$ cat config.mk
export PLATFORM = sky130hd
export DESIGN_NAME = fsm_adc
export DESIGN_NICKNAME = d
export VERILOG_FILES = /design/src/rtl/fsm_adc.sv
export SDC_FILE = /design/constraint.sdc
export NUM_CORES = 1
export LEC_CHECK = 0
export ABC_AREA = 1
export CAP_MARGIN = 20
export CORE_MARGIN = 5
export CORE_UTILIZATION = 35
export CTS_CLUSTER_DIAMETER = 80
export CTS_CLUSTER_SIZE = 12
export DETAILED_ROUTE_END_ITERATION = 10
export PLACE_DENSITY = 0.68
export SLEW_MARGIN = 20
export SYNTH_ARGS = -nofsm -noshare
export SYNTH_HDL_FRONTEND = slang
export SYNTH_SLANG_ARGS = --single-unit
$ cat constraint.sdc
create_clock -name clk -period 1.5 [get_ports clk]
set_input_delay 0.3 -clock clk [delete_from_list [all_inputs] [get_ports clk]]
set_output_delay 0.3 -clock clk [all_outputs]
set_load 0.1 [all_outputs]
$ cat src/rtl/fsm_adc.sv
// -----------------------------------------------------------------------------
// fsm_adc
//
// DRP controller sitting between the ADC capture logic and the XADC primitive
// wrapper. While `rd` is high every end-of-conversion pulse triggers a DRP read
// of the status register of the converted channel. The raw word is returned on
// `data_out` together with a one-cycle `valid` strobe. Single register writes
// are issued on `wr`.
//
// Ports
//   clk         in   system clock, rising edge
//   rst         in   asynchronous, active-low reset
//   rd          in   level: while high each `eoc` starts a DRP read
//   wr          in   write request, sampled in IDLE
//   addr        in   DRP write address
//   data_in     in   DRP write data
//   data_out    out  last word read from the DRP
//   valid       out  one-cycle strobe: a DRP access completed
//   jtaglocked  in   high blocks every new DRP access
//   busy        in   XADC conversion busy (informational, unused)
//   drdy        in   DRP access complete
//   eoc         in   end-of-conversion pulse
//   eos         in   end-of-sequence pulse (unused)
//   channel     in   channel of the finished conversion
//   dout        in   DRP read data
//   dwe         out  DRP write enable
//   den         out  DRP enable strobe
//   daddr       out  DRP address
//   din         out  DRP write data
//   state_dbg   out  current FSM state (IDLE=0, RD_WAIT=1, WR_WAIT=2)
//
// DRP handshake: an access starts with `den` high for exactly one cycle (with
// `dwe` high for a write); `daddr`/`din` stay stable until the next access. The
// access completes when `drdy` is sampled high in the matching wait state.
// `drdy` outside a wait state has no effect. If `drdy` does not arrive within
// TIMEOUT cycles the access is abandoned silently. All outputs are registered.
// -----------------------------------------------------------------------------
module fsm_adc #(
    parameter int DATA_WIDTH = 16,
    parameter int ADDR_WIDTH = 7,
    parameter int TIMEOUT    = 255
) (
    input  logic                  clk,
    input  logic                  rst,
    input  logic                  rd,
    input  logic                  wr,
    input  logic [ADDR_WIDTH-1:0] addr,
    input  logic [DATA_WIDTH-1:0] data_in,
    output logic [DATA_WIDTH-1:0] data_out,
    output logic                  valid,
    input  logic                  jtaglocked,
    input  logic                  busy,
    input  logic                  drdy,
    input  logic                  eoc,
    input  logic                  eos,
    input  logic [4:0]            channel,
    input  logic [DATA_WIDTH-1:0] dout,
    output logic                  dwe,
    output logic                  den,
    output logic [ADDR_WIDTH-1:0] daddr,
    output logic [DATA_WIDTH-1:0] din,
    output logic [1:0]            state_dbg
);

    typedef enum logic [1:0] {
        IDLE    = 2'd0,
        RD_WAIT = 2'd1,
        WR_WAIT = 2'd2
    } state_t;

    localparam int                CNT_W   = $clog2(TIMEOUT + 1);
    localparam logic [CNT_W-1:0]  CNT_MAX = CNT_W'(TIMEOUT);

    state_t                 state_q, state_d;
    logic [CNT_W-1:0]       cnt_q, cnt_d, cnt_inc;
    logic [DATA_WIDTH-1:0]  data_out_d;
    logic                   valid_d, den_d, dwe_d;
    logic [ADDR_WIDTH-1:0]  daddr_d;
    logic [DATA_WIDTH-1:0]  din_d;

    // busy and eos carry no meaning for this controller.
    logic unused_inputs;
    assign unused_inputs = ^{busy, eos};

    assign cnt_inc   = cnt_q + 1'b1;
    assign state_dbg = state_q;

    // State and output registers.
    always_ff @(posedge clk or negedge rst) begin
        if (!rst) begin
            state_q  <= IDLE;
            cnt_q    <= '0;
            data_out <= '0;
            valid    <= 1'b0;
            den      <= 1'b0;
            dwe      <= 1'b0;
            daddr    <= '0;
            din      <= '0;
        end else begin
            state_q  <= state_d;
            cnt_q    <= cnt_d;
            data_out <= data_out_d;
            valid    <= valid_d;
            den      <= den_d;
            dwe      <= dwe_d;
            daddr    <= daddr_d;
            din      <= din_d;
        end
    end

    // Next-state and next-output logic. den/dwe/valid default low so each is a
    // single-cycle strobe; address, write data and read data hold by default.
    always_comb begin
        state_d    = state_q;
        cnt_d      = cnt_q;
        data_out_d = data_out;
        valid_d    = 1'b0;
        den_d      = 1'b0;
        dwe_d      = 1'b0;
        daddr_d    = daddr;
        din_d      = din;

        case (state_q)
            IDLE: begin
                // A write wins over a simultaneous read trigger; that eoc is lost.
                if (!jtaglocked) begin
                    if (wr) begin
                        den_d   = 1'b1;
                        dwe_d   = 1'b1;
                        daddr_d = addr;
                        din_d   = data_in;
                        cnt_d   = '0;
                        state_d = WR_WAIT;
                    end else if (rd && eoc) begin
                        den_d   = 1'b1;
                        daddr_d = ADDR_WIDTH'(channel);
                        cnt_d   = '0;
                        state_d = RD_WAIT;
                    end
                end
            end

            RD_WAIT: begin
                // rd is not consulted here: a started read always completes.
                if (drdy) begin
                    data_out_d = dout;
                    valid_d    = 1'b1;
                    state_d    = IDLE;
                end else begin
                    cnt_d = cnt_inc;
                    if (cnt_inc == CNT_MAX) begin
                        state_d = IDLE;
                    end
                end
            end

            WR_WAIT: begin
                if (drdy) begin
                    valid_d = 1'b1;
                    state_d = IDLE;
                end else begin
                    cnt_d = cnt_inc;
                    if (cnt_inc == CNT_MAX) begin
                        state_d = IDLE;
                    end
                end
            end

            default: begin
                state_d = IDLE;
            end
        endcase
    end

endmodule

==> results.toml, run 1 <==
[route]
post_drt_wl_per_cell_um = 13.7
vias = 1989
detail_route.vias_per_cell = 4.68
ant_nets = 0
drc_errors = 0
drtIter0Drc = 86
drtPass1Iterations = 4
routed_wl_um = 5810

[cells_and_area]
num-fill-cells = 507
antennaDiodeCount = 0
final_cell_mix = "73 x nand2_1, 49 x clkdlybuf4s50_1, 48 x dfrtp_1"
final_area_mm2 = 0.00410
final_common_cell = "nand2_1"
drive_above_1_share = 0.351
synthToLayoutAreaGrowth_pct = 81.8
nets = 404

[status]
violations = "negative setup slack"
status = "complete, but fails checks"

[sta]
finalSetupViolations = 3
slew_headroom = 0.817
hold_viol = 0
max_freq_mhz = 653
period_share = 1.02
skew_ns = 0.00639
rsz0062_at_grt = "true"
min_period_ns = 1.53
worst_slack_ns = -0.0310
drv_slew = 0
worst_slew_pin_slew_ns = 0.275

[yosys]
synth-simple-area-share = 0.211
synth-edff-count = 0
synth_top_family_by_area = "simple AND/OR/NAND/NOR gates"
netlist_top_cells_area = "dfrtp_1 58%, nand2_1 13%, mux2_2 8.0%"
syn_inst = 232
synth-compound-area-share = 0.0622
synth_flop_cell = "dfrtp_1"
synthMuxAreaShare = 0.0800
synth_top_area_frac = 0.577
synth_warnings = 0
synth_top_area_cell = "dfrtp_1"
syn-num-nets = 289
synth_xor_area_frac = 0
yosysSeqAreaShare = 0.577
synth_area_mm2 = 0.00225
synthAdderAreaFrac = 0.0222
synthArstFlopShare = 1.00
ys_seq_elements = 52
synthDistinctLibCells = 25
syn_avg_cell_area_um2 = 9.71

[clock_tree]
cts_max_level = 2
cts.path.max_buffers = 2
cts_inserted_buffers = 5
clock-sinks = 52
clkTransAtPathRegs_ns = 0.09
cts_tree = "built"
cts_root_buf = "clkbuf_8"
insertion_delay_ns = 0.30

[place]
place_ws_ns = -0.255
placed_area_mm2 = 0.00381
gp_congestion = 0.770
io_buffers = 94
place.detailed.hpwl_um = 4120

[floorplanning]
start_util = 0.357
die_w_um = 90.2
die_h_um = 90.2
io_pins = 97
coreArea_mm2 = 0.00631
dieArea_mm2 = 0.00814
rows = 29

[global_routing]
grt_max_degree = 53
grt_pass1_vias = 1978
grt_usage = 0.141
grt_pass1_wl_um = 9540
antenna_found_initial = 0
overflow = 0

[worst_setup_path]
worst_ep_arrival_time_ns = 1.74
worstPathRequired_ns = 1.71
crit_fanout = 8
start_kind = "flip-flop"
cp-end-kind = "flip-flop"
critPathKind = "flip-flop to flip-flop"

[flow_run]
drv_cap = 0

[worst_hold_path]
hold_path_class = "input port to async pin"
worst max-delay path, stage by stage (launching register included):
cell and delay (ns):
dfrtp_4 0.51, inv_4 0.08, ha_4 0.21, nand2_1 0.05
inv_1 0.06, a21oi_2 0.13, nand2_2 0.10, inv_4 0.10
nand3_1 0.09, o21ai_0 0.10
layout make-up:
type	count	area (um2)	area share
Tap cell	77	96.3	0.0235
Clock inverter	2	38.8	0.00947
Timing Repair Buffer	113	1550	0.379
Inverter	19	81.3	0.0198
Multi-Input combinational cell	156	943	0.230
Sequential cell	52	1310	0.320
Clock buffer	6	72.6	0.0177
repair_timing:
action,in CTS,in global routing
pin swaps,0,14
setup endpoints to repair,1,27
endpoints found under the hold margin,52,0
cloned,0,0
setup buffers,0,10
hold buffers,1,0
gates resized for setup,1,28
registers in the layout (all words and copies together) (netlist names):
signal     count
data_out      16
din           16
cnt_q          8
daddr          7
state_dbg      2
den            1
dwe            1
valid          1
per-layer routing:
layer  track usage  vias to the layer above  wire (um)
met5             0                        -          0
met4        0.0397                        0         97
met3        0.0568                       13        490
met2         0.227                       83       2930
met1         0.174                      922       2300
li1              -                      971          -
through the flow:
stage,setup TNS (ns),hold slack [ns],cells,util
global route,-0.790,0.505,425,0.649
detailed placement,-6.05,0.314,406,0.604
floorplan,-0.697,0.00441,232,-
finish,-0.0573,0.503,425,0.649
global placement,-5.19,0.313,406,0.604
CTS,0,0.505,415,0.623
cells by family after synthesis:
logic type,after synthesis
and+or+nand+nor,113
DFF,52
buffers and inverters,24
AOI/OAI and AO/OA,23
muxes,16
adders and majority gates,4
Yosys cell counts (all sizes together), types with 2 or more instances:
| cell type | instances |
|---|---|
| nand4 | 2 |
| nand2 | 83 |
| buf | 5 |
| o22ai | 4 |
| inv | 18 |
| o21ai | 12 |
| o21a | 5 |
| nor2 | 17 |
| dfrtp | 52 |
| mux2 | 16 |
| a21oi | 2 |
| ha | 4 |
| nand3 | 9 |
worst paths after layout:
| check | startpoint | end | slack (ns) | cells past startpoint |
|---|---|---|---|---|
| setup / recovery | state_dbg[1] | cnt_q[3] | -0.03 | 9 |
| hold / removal | rst | daddr[4] | 0.50 | 3 |
| setup reg to reg | state_dbg[1] | cnt_q[3] | -0.03 | 9 |
| hold reg to reg | din[5] | din[5] | 0.54 | 2 |
| max in group asynchronous | rst | cnt_q[3] | 0.74 | 3 |
| min in group clk | data_in[10] | din[10] | 0.52 | 3 |
Power of run 1 is not shown: default switching activity piles up to over one toggle a cycle in this logic, so the estimate is an artifact.
==> run 2, diff against run 1 <==
--- a/config.mk
+++ b/config.mk
@@ -7,12 +7,11 @@
 export LEC_CHECK = 0
 export ABC_AREA = 1
 export CAP_MARGIN = 20
-export CORE_MARGIN = 5
 export CORE_UTILIZATION = 35
 export CTS_CLUSTER_DIAMETER = 80
 export CTS_CLUSTER_SIZE = 12
 export DETAILED_ROUTE_END_ITERATION = 10
-export PLACE_DENSITY = 0.68
+export PLACE_DENSITY = 0.76
 export SLEW_MARGIN = 20
 export SYNTH_ARGS = -nofsm -noshare
 export SYNTH_HDL_FRONTEND = slang
==> results.toml, run 2 (synthesis results as in run 1) <==
[status]
status = "complete, but fails checks"
violations = "negative setup slack"

[cells_and_area]
final_area_mm2 = 0.00419
synthToLayoutAreaGrowth_pct = 86.0
antennaDiodeCount = 0
nets = 413
fin_cells = 432
final_cell_mix = "66 x nand2_1, 49 x dfrtp_1, 49 x clkdlybuf4s50_1"
final_common_cell = "nand2_1"
drive_above_1_share = 0.403
reg_top3 = "data_out: 16 flops, din: 16 flops, cnt_q: 8 flops"

[clock_tree]
cts_inserted_buffers = 5
cts_root_buf = "clkbuf_8"
cts.path.max_buffers = 2
cts_max_level = 2
clkTransAtPathRegs_ns = 0.09
clock-sinks = 52
cts_tree = "built"
insertion_delay_ns = 0.30

[worst_setup_path]
critPathKind = "flip-flop to flip-flop"
cp-end-kind = "flip-flop"
ff2ff_path_depth = 12
reg2reg_slack_ns = -0.03
start_kind = "flip-flop"
worstPathRequired_ns = 1.70
rr_startpoint = "cnt_q[1]"
worst_ep_arrival_time_ns = 1.73
crit_fanout = 4
r2r-end = "state_dbg[1]"

[floorplanning]
rows = 28
coreArea_mm2 = 0.00606
dieArea_mm2 = 0.00676
die_h_um = 82.2
start_util = 0.372
die_w_um = 82.2
io_pins = 97

[global_routing]
antenna_found_initial = 0
overflow = 0
grt_pass1_vias = 2120
grt_pass1_wl_um = 9510
grt_usage = 0.183
grt_max_degree = 53

[place]
gp_congestion = 0.784
dpl.cell_count = 408
placed_area_mm2 = 0.00383
place.detailed.hpwl_um = 4210
io_buffers = 94

[route]
drc_errors = 0
detail_route.vias_per_cell = 4.87
drtIter0Drc = 117
ant_nets = 0
drtPass1Iterations = 4
post_drt_wl_per_cell_um = 14.2
routed_wl_um = 6130
top_layer = "met4"
wl_met2_um = 3200
wl_met3_um = 535
vias = 2102
met1_length_um = 2270

[sta]
worst_slew_pin_slew_ns = 0.309
max_freq_mhz = 653
skew_ns = 0.00566
fin_hold_ws_ns = 0.504
period_share = 1.02
hold_viol = 0
min_period_ns = 1.53
drv_slew = 0
worst_slack_ns = -0.0323
rsz0062_at_grt = "true"
finalSetupViolations = 3
slew_headroom = 0.793

[flow_run]
drv_cap = 0

[worst_hold_path]
hold_path_class = "input port to async pin"
==> run 2: cell types whose count changed in the layout (fill, tap and decap cells not counted), sizes merged <==
cell / change
buf: +8
bufinv: -1
clkinv: +1
inv: +1
==> run 2: timing repair <==
item	in CTS	in global routing
endpoints found under the hold margin	52	0
gates cloned	0	2
endpoints found under the setup margin	2	27
hold buffers	1	0
resized for setup	13	39
pin swaps	9	13
buffers inserted	2	11
==> run 2: cell type report <==
cell class / count / area (um2)
clock buffers: 6 / 72.6
clock inverters: 2 / 13.8
fillers: 428 / 1870
inverters: 19 / 91.3
multi-input cells: 156 / 977
flip-flops and latches: 52 / 1310
well taps: 75 / 93.8
repair buffers: 121 / 1630
repair inverters: 1 / 6.26
==> run 2: worst max path at each step <==
stage / from / end / slack, ns / cells after the start
after detailed placement: wr / daddr[0] / -0.28 / 6
after global routing: cnt_q[1] / state_dbg[1] / -0.13 / 12
after CTS: cnt_q[0] / state_dbg[1] / -0.03 / 11
after floorplan: state_dbg[0] / data_out[0] / -0.05 / 4
final: cnt_q[1] / state_dbg[1] / -0.03 / 12
after global placement: wr / daddr[1] / -0.20 / 6
==> run 2: worst max-delay path, stage by stage (launching register included) <==
cell     delay [ns]
dfrtp_1        0.41
buf_4          0.18
nand3_2        0.12
inv_2          0.11
nand2_1        0.05
nand2_1        0.06
nand2_1        0.06
nor2_1         0.11
nand2_1        0.09
nand2_2        0.09
nand2_2        0.05
nand2_1        0.06
nand2_1        0.05
==> run 2: metrics by stage <==
step	setup TNS, ns	setup slack [ns]	utilization
after detailed placement	-5.75	-0.278	0.632
after floorplan	-0.697	-0.0499	-
after global placement	-4.98	-0.200	0.632
final	-0.0529	-0.0323	0.691
after global routing	-1.17	-0.125	0.691
after CTS	-0.0311	-0.0267	0.658
==> run 2: routing by layer <==
| layer | global-route usage | vias to the layer above |
|---|---|---|
| met5 | 0 | - |
| met4 | 0.0491 | 0 |
| met3 | 0.0681 | 14 |
| met2 | 0.328 | 98 |
| met1 | 0.204 | 1006 |
| li1 | - | 984 |
Power of run 2 is left out for the same reason.
==> run 3, diff against run 2 <==
--- a/config.mk
+++ b/config.mk
@@ -7,12 +7,11 @@
 export LEC_CHECK = 0
 export ABC_AREA = 1
 export CAP_MARGIN = 20
-export CORE_UTILIZATION = 35
+export CORE_UTILIZATION = 38
 export CTS_CLUSTER_DIAMETER = 80
 export CTS_CLUSTER_SIZE = 12
 export DETAILED_ROUTE_END_ITERATION = 10
-export PLACE_DENSITY = 0.76
-export SLEW_MARGIN = 20
+export PLACE_DENSITY = 0.81
 export SYNTH_ARGS = -nofsm -noshare
 export SYNTH_HDL_FRONTEND = slang
 export SYNTH_SLANG_ARGS = --single-unit
==> results.toml, run 3 (synthesis results as in run 1) <==
[floorplanning]
io_pins = 97
coreArea_mm2 = 0.00561
start_util = 0.402
die_w_um = 79.0
rows = 27
dieArea_mm2 = 0.00624
die_h_um = 79.0

[worst_hold_path]
hold_path_class = "input port to async pin"

[worst_setup_path]
crit_fanout = 5
worst_ep_arrival_time_ns = 1.78
worstPathRequired_ns = 1.71
ff2ff_path_depth = 12
cp-end-kind = "flip-flop"
start_kind = "flip-flop"
critPathKind = "flip-flop to flip-flop"

[place]
place.detailed.hpwl_um = 4470
gp_congestion = 0.730
io_buffers = 94

[clock_tree]
cts_root_buf = "clkbuf_8"
cts_max_level = 2
cts.path.max_buffers = 2
clock-sinks = 52
clkTransAtPathRegs_ns = 0.10
cts_tree = "built"
insertion_delay_ns = 0.32
cts_inserted_buffers = 5

[cells_and_area]
antennaDiodeCount = 0
nets = 405
reg_top3 = "data_out: 16 flops, din: 16 flops, cnt_q: 8 flops"
num-fill-cells = 384
drive_above_1_share = 0.355
final_cell_mix = "71 x nand2_1, 50 x dfrtp_1, 49 x clkdlybuf4s50_1"
final_common_cell = "nand2_1"
synthToLayoutAreaGrowth_pct = 81.1

[route]
drtPass1Iterations = 4
detail_route.vias_per_cell = 4.73
ant_nets = 0
drc_errors = 0
vias = 1991
routed_wl_um = 6200
post_drt_wl_per_cell_um = 14.7
drtIter0Drc = 70

[sta]
period_share = 1.05
max_freq_mhz = 636
slew_headroom = 0.810
worst_slew_pin_slew_ns = 0.285
skew_ns = 0.00955
hold_viol = 0
finalSetupViolations = 3
rsz0062_at_grt = "true"
drv_slew = 0
min_period_ns = 1.57
worst_slack_ns = -0.0726
fin_hold_ws_ns = 0.503

[global_routing]
grt_pass1_vias = 2063
grt_pass1_wl_um = 9900
grt_usage = 0.209
antenna_found_initial = 0
grt_max_degree = 53
overflow = 0

[status]
violations = "negative setup slack"
status = "complete, but fails checks"

[flow_run]
drv_cap = 0
[run 3: path summary, 6_finish.rpt]
kind / startpoint / end / slack [ns]
max in group asynchronous: rst / state_dbg[1] / 0.76
setup reg to reg: cnt_q[0] / state_dbg[0] / -0.07
min in group clk: data_in[3] / din[3] / 0.50
setup / recovery: cnt_q[0] / state_dbg[0] / -0.07
hold / removal: rst / state_dbg[0] / 0.50
hold reg to reg: din[6] / din[6] / 0.54
[run 3: layout make-up]
| cell class | count | area (um2) | share of cell area |
|---|---|---|---|
| Multi-Input combinational cell | 156 | 933 | 0.229 |
| Timing Repair Buffer | 113 | 1550 | 0.379 |
| Clock buffer | 6 | 72.6 | 0.0178 |
| Clock inverter | 2 | 38.8 | 0.00950 |
| Inverter | 19 | 86.3 | 0.0212 |
| Tap cell | 72 | 90.1 | 0.0221 |
| Timing Repair inverter | 1 | 6.26 | 0.00153 |
| Sequential cell | 52 | 1310 | 0.321 |
[run 3: worst max-delay path, cell delays in order, from the launching register on]
cell	delay [ns]
dfrtp_1	0.44
buf_6	0.15
inv_2	0.04
ha_2	0.16
inv_1	0.05
nor2_2	0.07
nand3_1	0.07
nor2_1	0.11
nand2_1	0.09
nand2_2	0.09
nand2_2	0.07
nand2_1	0.06
nand2_1	0.06
[run 3: layer usage]
layer	wire [um]	global-route usage	up-vias
met2	3370	0.382	72
met4	48	0.0636	0
met3	359	0.0517	5
met5	0	0	-
li1	-	-	968
met1	2420	0.238	946
[run 3: timing repair]
action | CTS | global route
gates resized for setup | 11 | 18
pin swaps | 5 | 10
gates cloned | 0 | 1
hold buffers | 1 | 0
hold endpoints to repair | 52 | 0
setup endpoints to repair | 8 | 25
setup buffers | 2 | 5
[run 3: metrics by stage]
stage / setup WS, ns / TNS [ns] / instances / utilization / instance area, um2
after floorplan: -0.0499 / -0.697 / 232 / - / 2300
after global placement: -0.198 / -4.81 / 404 / 0.681 / 3820
after detailed placement: -0.233 / -6.01 / 404 / 0.681 / 3820
after CTS: -0.0214 / -0.0238 / 415 / 0.712 / 3990
after global routing: -0.188 / -1.03 / 421 / 0.728 / 4080
final: -0.0726 / -0.142 / 421 / 0.728 / 4080
Power of run 3 is left out for the same reason.
